<file path="src/rtl/ex_mdu.sv">
`default_nettype none
// +--------------------------------------------------------------------------+
// | Module   : ex_mdu                                                        |
// | Purpose  : Multi-cycle RV32M multiply/divide unit for the EX stage.      |
// |            Radix-2 shift-add multiply, restoring divide, one bit per     |
// |            clock. Requests use a valid/ready handshake. The response is  |
// |            a valid/ready port that carries the rd write-back. Flush      |
// |            aborts the operation in progress.                             |
// | Ports    : clk, rst (async, active-high), flush_i                        |
// |            req_valid_i/req_ready_o, funct3_i, op1_i, op2_i, rd_addr_i    |
// |            resp_valid_o/resp_ready_i, regs_wen_o, rd_addr_o, rd_data_o   |
// |            busy_o                                                        |
// | Config   : MDU_FAST_MUL_EN - all multiplies finish in one cycle on a     |
// |            full XLEN x XLEN multiplier. Divide is unchanged.             |
// | Revision : 1.0  initial release                                          |
// +--------------------------------------------------------------------------+
module ex_mdu #(
  parameter int XLEN       = 32,
  parameter int REG_ADDR_W = 5,
  parameter int CNT_W      = 6
) (
  input  logic                  clk,
  input  logic                  rst,
  input  logic                  flush_i,
  input  logic                  req_valid_i,
  output logic                  req_ready_o,
  input  logic [2:0]            funct3_i,
  input  logic [XLEN-1:0]       op1_i,
  input  logic [XLEN-1:0]       op2_i,
  input  logic [REG_ADDR_W-1:0] rd_addr_i,
  output logic                  resp_valid_o,
  input  logic                  resp_ready_i,
  output logic                  regs_wen_o,
  output logic [REG_ADDR_W-1:0] rd_addr_o,
  output logic [XLEN-1:0]       rd_data_o,
  output logic                  busy_o
);

  localparam logic [1:0] S_IDLE = 2'd0;
  localparam logic [1:0] S_MUL  = 2'd1;
  localparam logic [1:0] S_DIV  = 2'd2;
  localparam logic [1:0] S_DONE = 2'd3;

  localparam logic [CNT_W-1:0] c_last    = CNT_W'(XLEN - 1);
  localparam logic [CNT_W-1:0] c_cnt_one = CNT_W'(1);
  localparam logic [XLEN-1:0]  c_min     = {1'b1, {(XLEN-1){1'b0}}};

  logic [1:0]            r_state;
  logic [1:0]            w_state_next;
  logic [CNT_W-1:0]      r_cnt;
  // Upper half: partial product / partial remainder.
  // Lower half: multiplier / dividend, shifted out one bit per cycle.
  logic [2*XLEN-1:0]     r_acc;
  logic [XLEN-1:0]       r_opb;      // multiplicand or divisor magnitude
  logic [XLEN-1:0]       r_result;
  logic [REG_ADDR_W-1:0] r_rd_addr;
  logic                  r_neg;      // negate the final magnitude
  logic                  r_sel;      // mul: take low half; div: take remainder

  // ---------------- request decode ----------------
  logic            w_idle, w_accept, w_is_div;
  logic            w_op1_signed, w_op2_signed, w_neg1, w_neg2;
  logic [XLEN-1:0] w_mag1, w_mag2;
  logic            w_div_zero, w_div_ovf, w_fast, w_short;
  logic            w_sel, w_neg;
  logic [XLEN-1:0] w_fast_result, w_short_result;

  assign w_idle       = (r_state == S_IDLE);
  assign w_accept     = req_valid_i & w_idle & ~flush_i;
  assign w_is_div     = funct3_i[2];
  assign w_op1_signed = (funct3_i == 3'd1) | (funct3_i == 3'd2) |
                        (funct3_i == 3'd4) | (funct3_i == 3'd6);
  assign w_op2_signed = (funct3_i == 3'd1) | (funct3_i == 3'd4) | (funct3_i == 3'd6);
  assign w_neg1       = w_op1_signed & op1_i[XLEN-1];
  assign w_neg2       = w_op2_signed & op2_i[XLEN-1];
  assign w_mag1       = w_neg1 ? (~op1_i + 1'b1) : op1_i;
  assign w_mag2       = w_neg2 ? (~op2_i + 1'b1) : op2_i;

  // DIV and REM are the signed divides (funct3 bit 0 clear).
  assign w_div_zero = w_is_div & (op2_i == '0);
  assign w_div_ovf  = w_is_div & ~funct3_i[0] & (op1_i == c_min) & (op2_i == '1);

  assign w_sel = w_is_div ? funct3_i[1] : (funct3_i[1:0] == 2'd0);
  // The remainder takes the sign of the dividend. The quotient and the
  // product take the XOR of the operand signs.
  assign w_neg = (w_is_div & funct3_i[1]) ? w_neg1 : (w_neg1 ^ w_neg2);

`ifdef MDU_FAST_MUL_EN
  // Sign-extend both operands to 2*XLEN. The low 2*XLEN bits of the
  // unsigned product then equal the exact two's-complement product.
  logic [2*XLEN-1:0] w_fa, w_fb, w_fprod;
  assign w_fa          = {{XLEN{w_neg1}}, op1_i};
  assign w_fb          = {{XLEN{w_neg2}}, op2_i};
  assign w_fprod       = w_fa * w_fb;
  assign w_fast        = ~w_is_div;
  assign w_fast_result = (funct3_i[1:0] == 2'd0) ? w_fprod[XLEN-1:0] : w_fprod[2*XLEN-1:XLEN];
`else
  assign w_fast        = 1'b0;
  assign w_fast_result = '0;
`endif

  assign w_short = w_div_zero | w_div_ovf | w_fast;
  always_comb begin
    w_short_result = w_fast_result;
    if (w_div_zero)
      w_short_result = funct3_i[1] ? op1_i : '1;
    else if (w_div_ovf)
      w_short_result = funct3_i[1] ? '0 : op1_i;
  end

  // ---------------- iteration datapath ----------------
  logic              w_last;
  logic [XLEN-1:0]   w_addend;
  logic [XLEN:0]     w_mul_sum;
  logic [2*XLEN-1:0] w_mul_next, w_mul_signed;
  logic [XLEN-1:0]   w_mul_res;
  logic [XLEN+1:0]   w_div_sub;
  logic              w_div_ok;
  logic [2*XLEN-1:0] w_div_next;
  logic [XLEN-1:0]   w_div_val, w_div_res;

  assign w_last = (r_cnt == c_last);

  // Shift-add step: add the multiplicand when the multiplier LSB is set,
  // then shift the carry, high half and low half right by one.
  assign w_addend     = r_acc[0] ? r_opb : '0;
  assign w_mul_sum    = {1'b0, r_acc[2*XLEN-1:XLEN]} + {1'b0, w_addend};
  assign w_mul_next   = {w_mul_sum, r_acc[XLEN-1:1]};
  assign w_mul_signed = r_neg ? (~w_mul_next + 1'b1) : w_mul_next;
  assign w_mul_res    = r_sel ? w_mul_signed[XLEN-1:0] : w_mul_signed[2*XLEN-1:XLEN];

  // Restoring step: shift in the next dividend bit and try to subtract the
  // divisor. Keep the difference and record a 1 only if it is non-negative.
  assign w_div_sub  = {1'b0, r_acc[2*XLEN-1:XLEN], r_acc[XLEN-1]} - {2'b00, r_opb};
  assign w_div_ok   = ~w_div_sub[XLEN+1];
  assign w_div_next = w_div_ok ? {w_div_sub[XLEN-1:0], r_acc[XLEN-2:0], 1'b1}
                               : {r_acc[2*XLEN-2:0], 1'b0};
  assign w_div_val  = r_sel ? w_div_next[2*XLEN-1:XLEN] : w_div_next[XLEN-1:0];
  assign w_div_res  = r_neg ? (~w_div_val + 1'b1) : w_div_val;

  // ---------------- FSM: state register ----------------
  always_ff @(posedge clk or posedge rst) begin
    if (rst) r_state <= S_IDLE;
    else     r_state <= w_state_next;
  end

  // ---------------- FSM: next state ----------------
  always_comb begin
    w_state_next = r_state;
    case (r_state)
      S_IDLE: begin
        if (w_accept)
          w_state_next = w_short ? S_DONE : (w_is_div ? S_DIV : S_MUL);
      end
      S_MUL, S_DIV: begin
        if (flush_i)     w_state_next = S_IDLE;
        else if (w_last) w_state_next = S_DONE;
      end
      S_DONE: begin
        if (flush_i | resp_ready_i) w_state_next = S_IDLE;
      end
      default: w_state_next = S_IDLE;
    endcase
  end

  // ---------------- FSM: outputs ----------------
  always_comb begin
    req_ready_o  = w_idle & ~flush_i;
    resp_valid_o = (r_state == S_DONE);
    busy_o       = ~w_idle;
    regs_wen_o   = (r_state == S_DONE) & (r_rd_addr != '0);
    rd_addr_o    = r_rd_addr;
    rd_data_o    = r_result;
  end

  // ---------------- datapath registers ----------------
  always_ff @(posedge clk or posedge rst) begin
    if (rst) begin
      r_cnt     <= '0;
      r_acc     <= '0;
      r_opb     <= '0;
      r_result  <= '0;
      r_rd_addr <= '0;
      r_neg     <= 1'b0;
      r_sel     <= 1'b0;
    end else begin
      case (r_state)
        S_IDLE: begin
          if (w_accept) begin
            r_rd_addr <= rd_addr_i;
            r_sel     <= w_sel;
            r_neg     <= w_neg;
            r_cnt     <= '0;
            r_acc     <= {{XLEN{1'b0}}, w_mag1};
            r_opb     <= w_mag2;
            if (w_short) r_result <= w_short_result;
          end
        end
        S_MUL: begin
          if (!flush_i) begin
            r_acc <= w_mul_next;
            r_cnt <= r_cnt + c_cnt_one;
            if (w_last) r_result <= w_mul_res;
          end
        end
        S_DIV: begin
          if (!flush_i) begin
            r_acc <= w_div_next;
            r_cnt <= r_cnt + c_cnt_one;
            if (w_last) r_result <= w_div_res;
          end
        end
        default: ;
      endcase
    end
  end

endmodule
`default_nettype wire
</file>
<file path="config.mk">
export PLATFORM = sky130hd
export DESIGN_NAME = ex_mdu
export DESIGN_NICKNAME = d
export VERILOG_FILES = /design/src/rtl/ex_mdu.sv
export SDC_FILE = /design/constraint.sdc
export NUM_CORES = 1
export LEC_CHECK = 0
export ABC_AREA = 0
export ABC_CLOCK_PERIOD_IN_PS = 4530
export CAP_MARGIN = 20
export CORE_UTILIZATION = 46
export DETAILED_ROUTE_END_ITERATION = 8
export PLACE_DENSITY = 0.75
export SLEW_MARGIN = 10
export SYNTH_ARGS = -nofsm -noshare
export SYNTH_HDL_FRONTEND = slang
export SYNTH_SLANG_ARGS = --single-unit
</file>
<file path="constraint.sdc">
create_clock -name clk -period 4.53 [get_ports clk]
set_input_delay 0.6795 -clock clk [delete_from_list [all_inputs] [get_ports clk]]
set_output_delay 0.6795 -clock clk [all_outputs]
set_load 0.03 [all_outputs]
</file>
==> load_flow_metrics.sql <==
INSERT INTO impl_metrics (metric_group, metric, value, unit) VALUES
('status', 'status', 'complete, no violations', ''),
('routing', 'post_drt_wl_per_cell', '21.94', 'um'),
('timing', 'clock_skew', '0.01820', 'ns'),
('cells_and_area', 'final_nets', '2588', ''),
('critical_path', 'crit_chain', 'and2_1 > ha_1 > fa_1 > a21o_1 > a221oi_2 > buf_4 > a211oi_4 > buf_4 > o2111ai_1 > nand2_1 > xor2_1 > or2_2 > nor3_1 > buf_4 > a31oi_1 > xor2_1 > a221oi_1 > a31oi_1', ''),
('place', 'place_hpwl', '50040', 'um'),
('timing', 'period_utilization_post_route', '97.40', '%'),
('clocking', 'insertion_delay', '0.47', 'ns'),
('power_and_ir_drop', 'power.share.clock', '9.8', '%'),
('timing', 'final_max_slew_viol_count', '0', ''),
('clocking', 'clock-root-buffer', 'clkbuf_16', ''),
('critical_path', 'r2r_slack', '0.12', 'ns'),
('synthesis', 'synthesis.nets', '2380', ''),
('cells_and_area', 'final_cell_mix', 'nand2_1, o21ai_0, buf_4', ''),
('synthesis', 'netlist-cell-type-count', '100', ''),
('synthesis', 'yosys_most_used_dff', 'dfrtp_1', ''),
('cells_and_area', 'register_area', '0.003582', 'mm2'),
('critical_path', 'critPathLaunchType', 'flip-flop', ''),
('synthesis', 'synth_top_area_share', '22.05', '%'),
('power_and_ir_drop', 'vdd_ir_drop_max', '907.4', 'uV'),
('synthesis', 'synthArstFlopShare', '100.0', '%'),
('cells_and_area', 'area.growth.synth_to_final', '22.81', '%'),
('place', 'placedCellCount', '2868', ''),
('synthesis', 'synth_compound_area_share', '31.82', '%'),
('min_path', 'timing.hold.worst.start', 'rd_data_o[12]', ''),
('floorplanning', 'die_height', '189.8', 'um'),
('critical_path', 'critical_path.slowest_cell', 'dfrtp_2', ''),
('timing', 'finalWorstPathRequiredPeriod', '4.412', 'ns'),
('grt', 'first_global_vias', '17780', ''),
('timing', 'finalHoldViolCount', '0', ''),
('critical_path', 'critPathMaxFanout', '7', ''),
('critical_path', 'crit_path_frequent_cell', 'buf_4', ''),
('synthesis', 'synthMuxAreaShare', '1.503', '%'),
('floorplanning', 'rows', '68', ''),
('synthesis', 'yosys.area_share.simple', '23.38', '%'),
('clocking', 'cts.hold.buffers_added', '0', ''),
('clocking', 'numCtsBuffers', '17', ''),
('clocking', 'clkTransAtPathRegs', '0.08', 'ns'),
('routing', 'vias_per_cell', '6.404', ''),
('timing', 'report.final.setup_viol', '0', ''),
('synthesis', 'ys_seq_elements', '143', ''),
('grt', 'globalRouteTotalUtil', '35.50', '%'),
('grt', 'grt_max_degree', '74', ''),
('cells_and_area', 'multi_input_area', '0.01195', 'mm2'),
('routing', 'highest_routed_layer', 'met5', ''),
('synthesis', 'synth-xor-area-share', '9.768', '%'),
('routing', 'drt_iter0_drc', '2064', ''),
('critical_path', 'worst-setup-path-type', 'reg -> reg', ''),
('timing', 'rsz0062_at_grt', 'true', ''),
('critical_path', 'timing.critical_path.arrival', '4.76', 'ns'),
('power_and_ir_drop', 'power_switching', '0.008296', 'W'),
('power_and_ir_drop', 'share_seq_of_total_power', '17.1', '%'),
('cells_and_area', 'non_filler_cells_in_the_finished_layout', '2904', ''),
('cells_and_area', 'fillers', '3266', ''),
('routing', 'met3WireLength', '4957', 'um'),
('routing', 'wirelength_met1', '26130', 'um'),
('timing', 'slew-limit-headroom', '38.74', '%'),
('cells_and_area', 'drive_gt1_share', '14.58', '%'),
('routing', 'drt_pre_antenna_iters', '6', ''),
('timing', 'slew_at_the_pin_closest_to_its_max_slew_limit', '0.9093', 'ns'),
('synthesis', 'synth_area_leaders', 'dfrtp_1, o21ai_0, nand2_1, ha_1, xnor2_1', ''),
('flow_run', 'cap_viol_max_count', '0', ''),
('min_path', 'worst_hold_path_type', 'reg -> reg', ''),
('min_path', 'hold-path-endpoint', 'rd_data_o[12]', ''),
('clocking', 'clock_sinks', '143', ''),
('grt', 'wire_length_of_the_first_global_routing_pass', '98730', 'um'),
('grt', 'number_of_antenna_violations_at_the_first_check_in_global_routing', '3', ''),
('floorplanning', 'ioPinCount', '118', ''),
('synthesis', 'netlist_instances', '2228', ''),
('critical_path', 'cp-end-kind', 'flip-flop', ''),
('routing', 'remaining_drc_errors', '0', '');
-- power groups by stage --
| stage | Sequential, W | Clock, W | Combinational (W) |
|---|---|---|---|
| 6_report | 0.00265 | 0.00152 | 0.0114 |
| 4_1_cts | 0.00261 | 0.00153 | 0.0110 |
| 3_3_place_gp | 0.00262 | 0 | 0.0107 |
| 2_1_floorplan | 0.00246 | 0 | 0.00700 |
| 3_5_place_dp | 0.00263 | 0 | 0.0109 |
| 5_1_grt | 0.00269 | 0.00158 | 0.0123 |
-- layer usage --
metal  up-vias  global-route usage, %
met5         -                      0
met4         4                  19.11
met3       191                  5.571
met2       936                  57.44
met1      8881                  45.25
li1       8586                      -
-- cells in the mapped netlist (38+ instances only) --
cell	instances
and2_1	52
inv_1	71
a21oi_1	139
clkbuf_1	126
xnor2_1	99
nand3_1	38
nor3_1	56
nand2_1	292
o31ai_1	75
xor2_1	82
nor2_1	182
a31oi_1	41
o21ai_0	237
dfrtp_1	143
a21o_1	39
ha_1	73
-- critical path, delay by kind of cell, from the launching register on --
kind	cells	cell delay, ns
xor gates and xnor gates	2	0.43
adders and majority gates	2	0.62
AOI/OAI and AO/OA	7	1.41
buffers and inverters	3	0.51
DFF	1	0.45
and+or+nand+nor	4	0.88
-- worst max-delay path by stage --
stage	startpoint	end	depth (start not counted)
global placement	r_acc[0]	rd_data_o[26]	19
finish	r_acc[0]	rd_data_o[28]	18
floorplan	rst	r_acc[0]	1
CTS	r_acc[0]	rd_data_o[31]	18
detailed placement	r_acc[0]	rd_data_o[26]	19
global route	r_acc[0]	rd_data_o[31]	18
-- cell type report --
cell class,instances,area share [%]
sequential,143,17.97
multi-input combinational,1855,59.97
clock inverter,13,0.8223
tap,455,2.856
timing repair buffer,348,14.85
clock buffer,19,2.172
inverter,71,1.362
-- kinds of logic after synthesis --
logic type | after synthesis
AND/OR/NAND/NOR | 791
adder cells (fa/ha/maj) | 75
multiplexers | 23
flip-flops | 143
buffers and inverters | 230
AO/OA/AOI/OAI | 785
XOR/XNOR | 181
-- state kept, by name, indices dropped and copies added (netlist names) --
register and flops:
r_neg 1, r_cnt 6, r_opb 32, r_state 2, r_sel 1, r_acc 64, rd_data_o 32, rd_addr_o 5
-- stage by stage --
| stage | utilization, % | hold slack [ns] | setup slack [ns] | area, um2 | power [W] |
|---|---|---|---|---|---|
| floorplan | - | 0.4632 | 0.01257 | 16230 | 0.009460 |
| global placement | 55.20 | 0.4662 | -0.2660 | 19110 | 0.01337 |
| detailed placement | 55.20 | 0.4698 | -0.2350 | 19110 | 0.01354 |
| CTS | 56.97 | 0.4851 | 0.003105 | 19730 | 0.01514 |
| global route | 57.56 | 0.5147 | -0.03975 | 19930 | 0.01656 |
| finish | 57.56 | 0.4765 | 0.1179 | 19930 | 0.01554 |
-- repair_timing --
item / CTS / global route
buffers inserted: 0 / 4
endpoints found under the setup margin: 13 / 17
cloned: 0 / 0
gates resized for setup: 4 / 42
pin swaps: 0 / 9
Power figures use the tool's default switching activity.
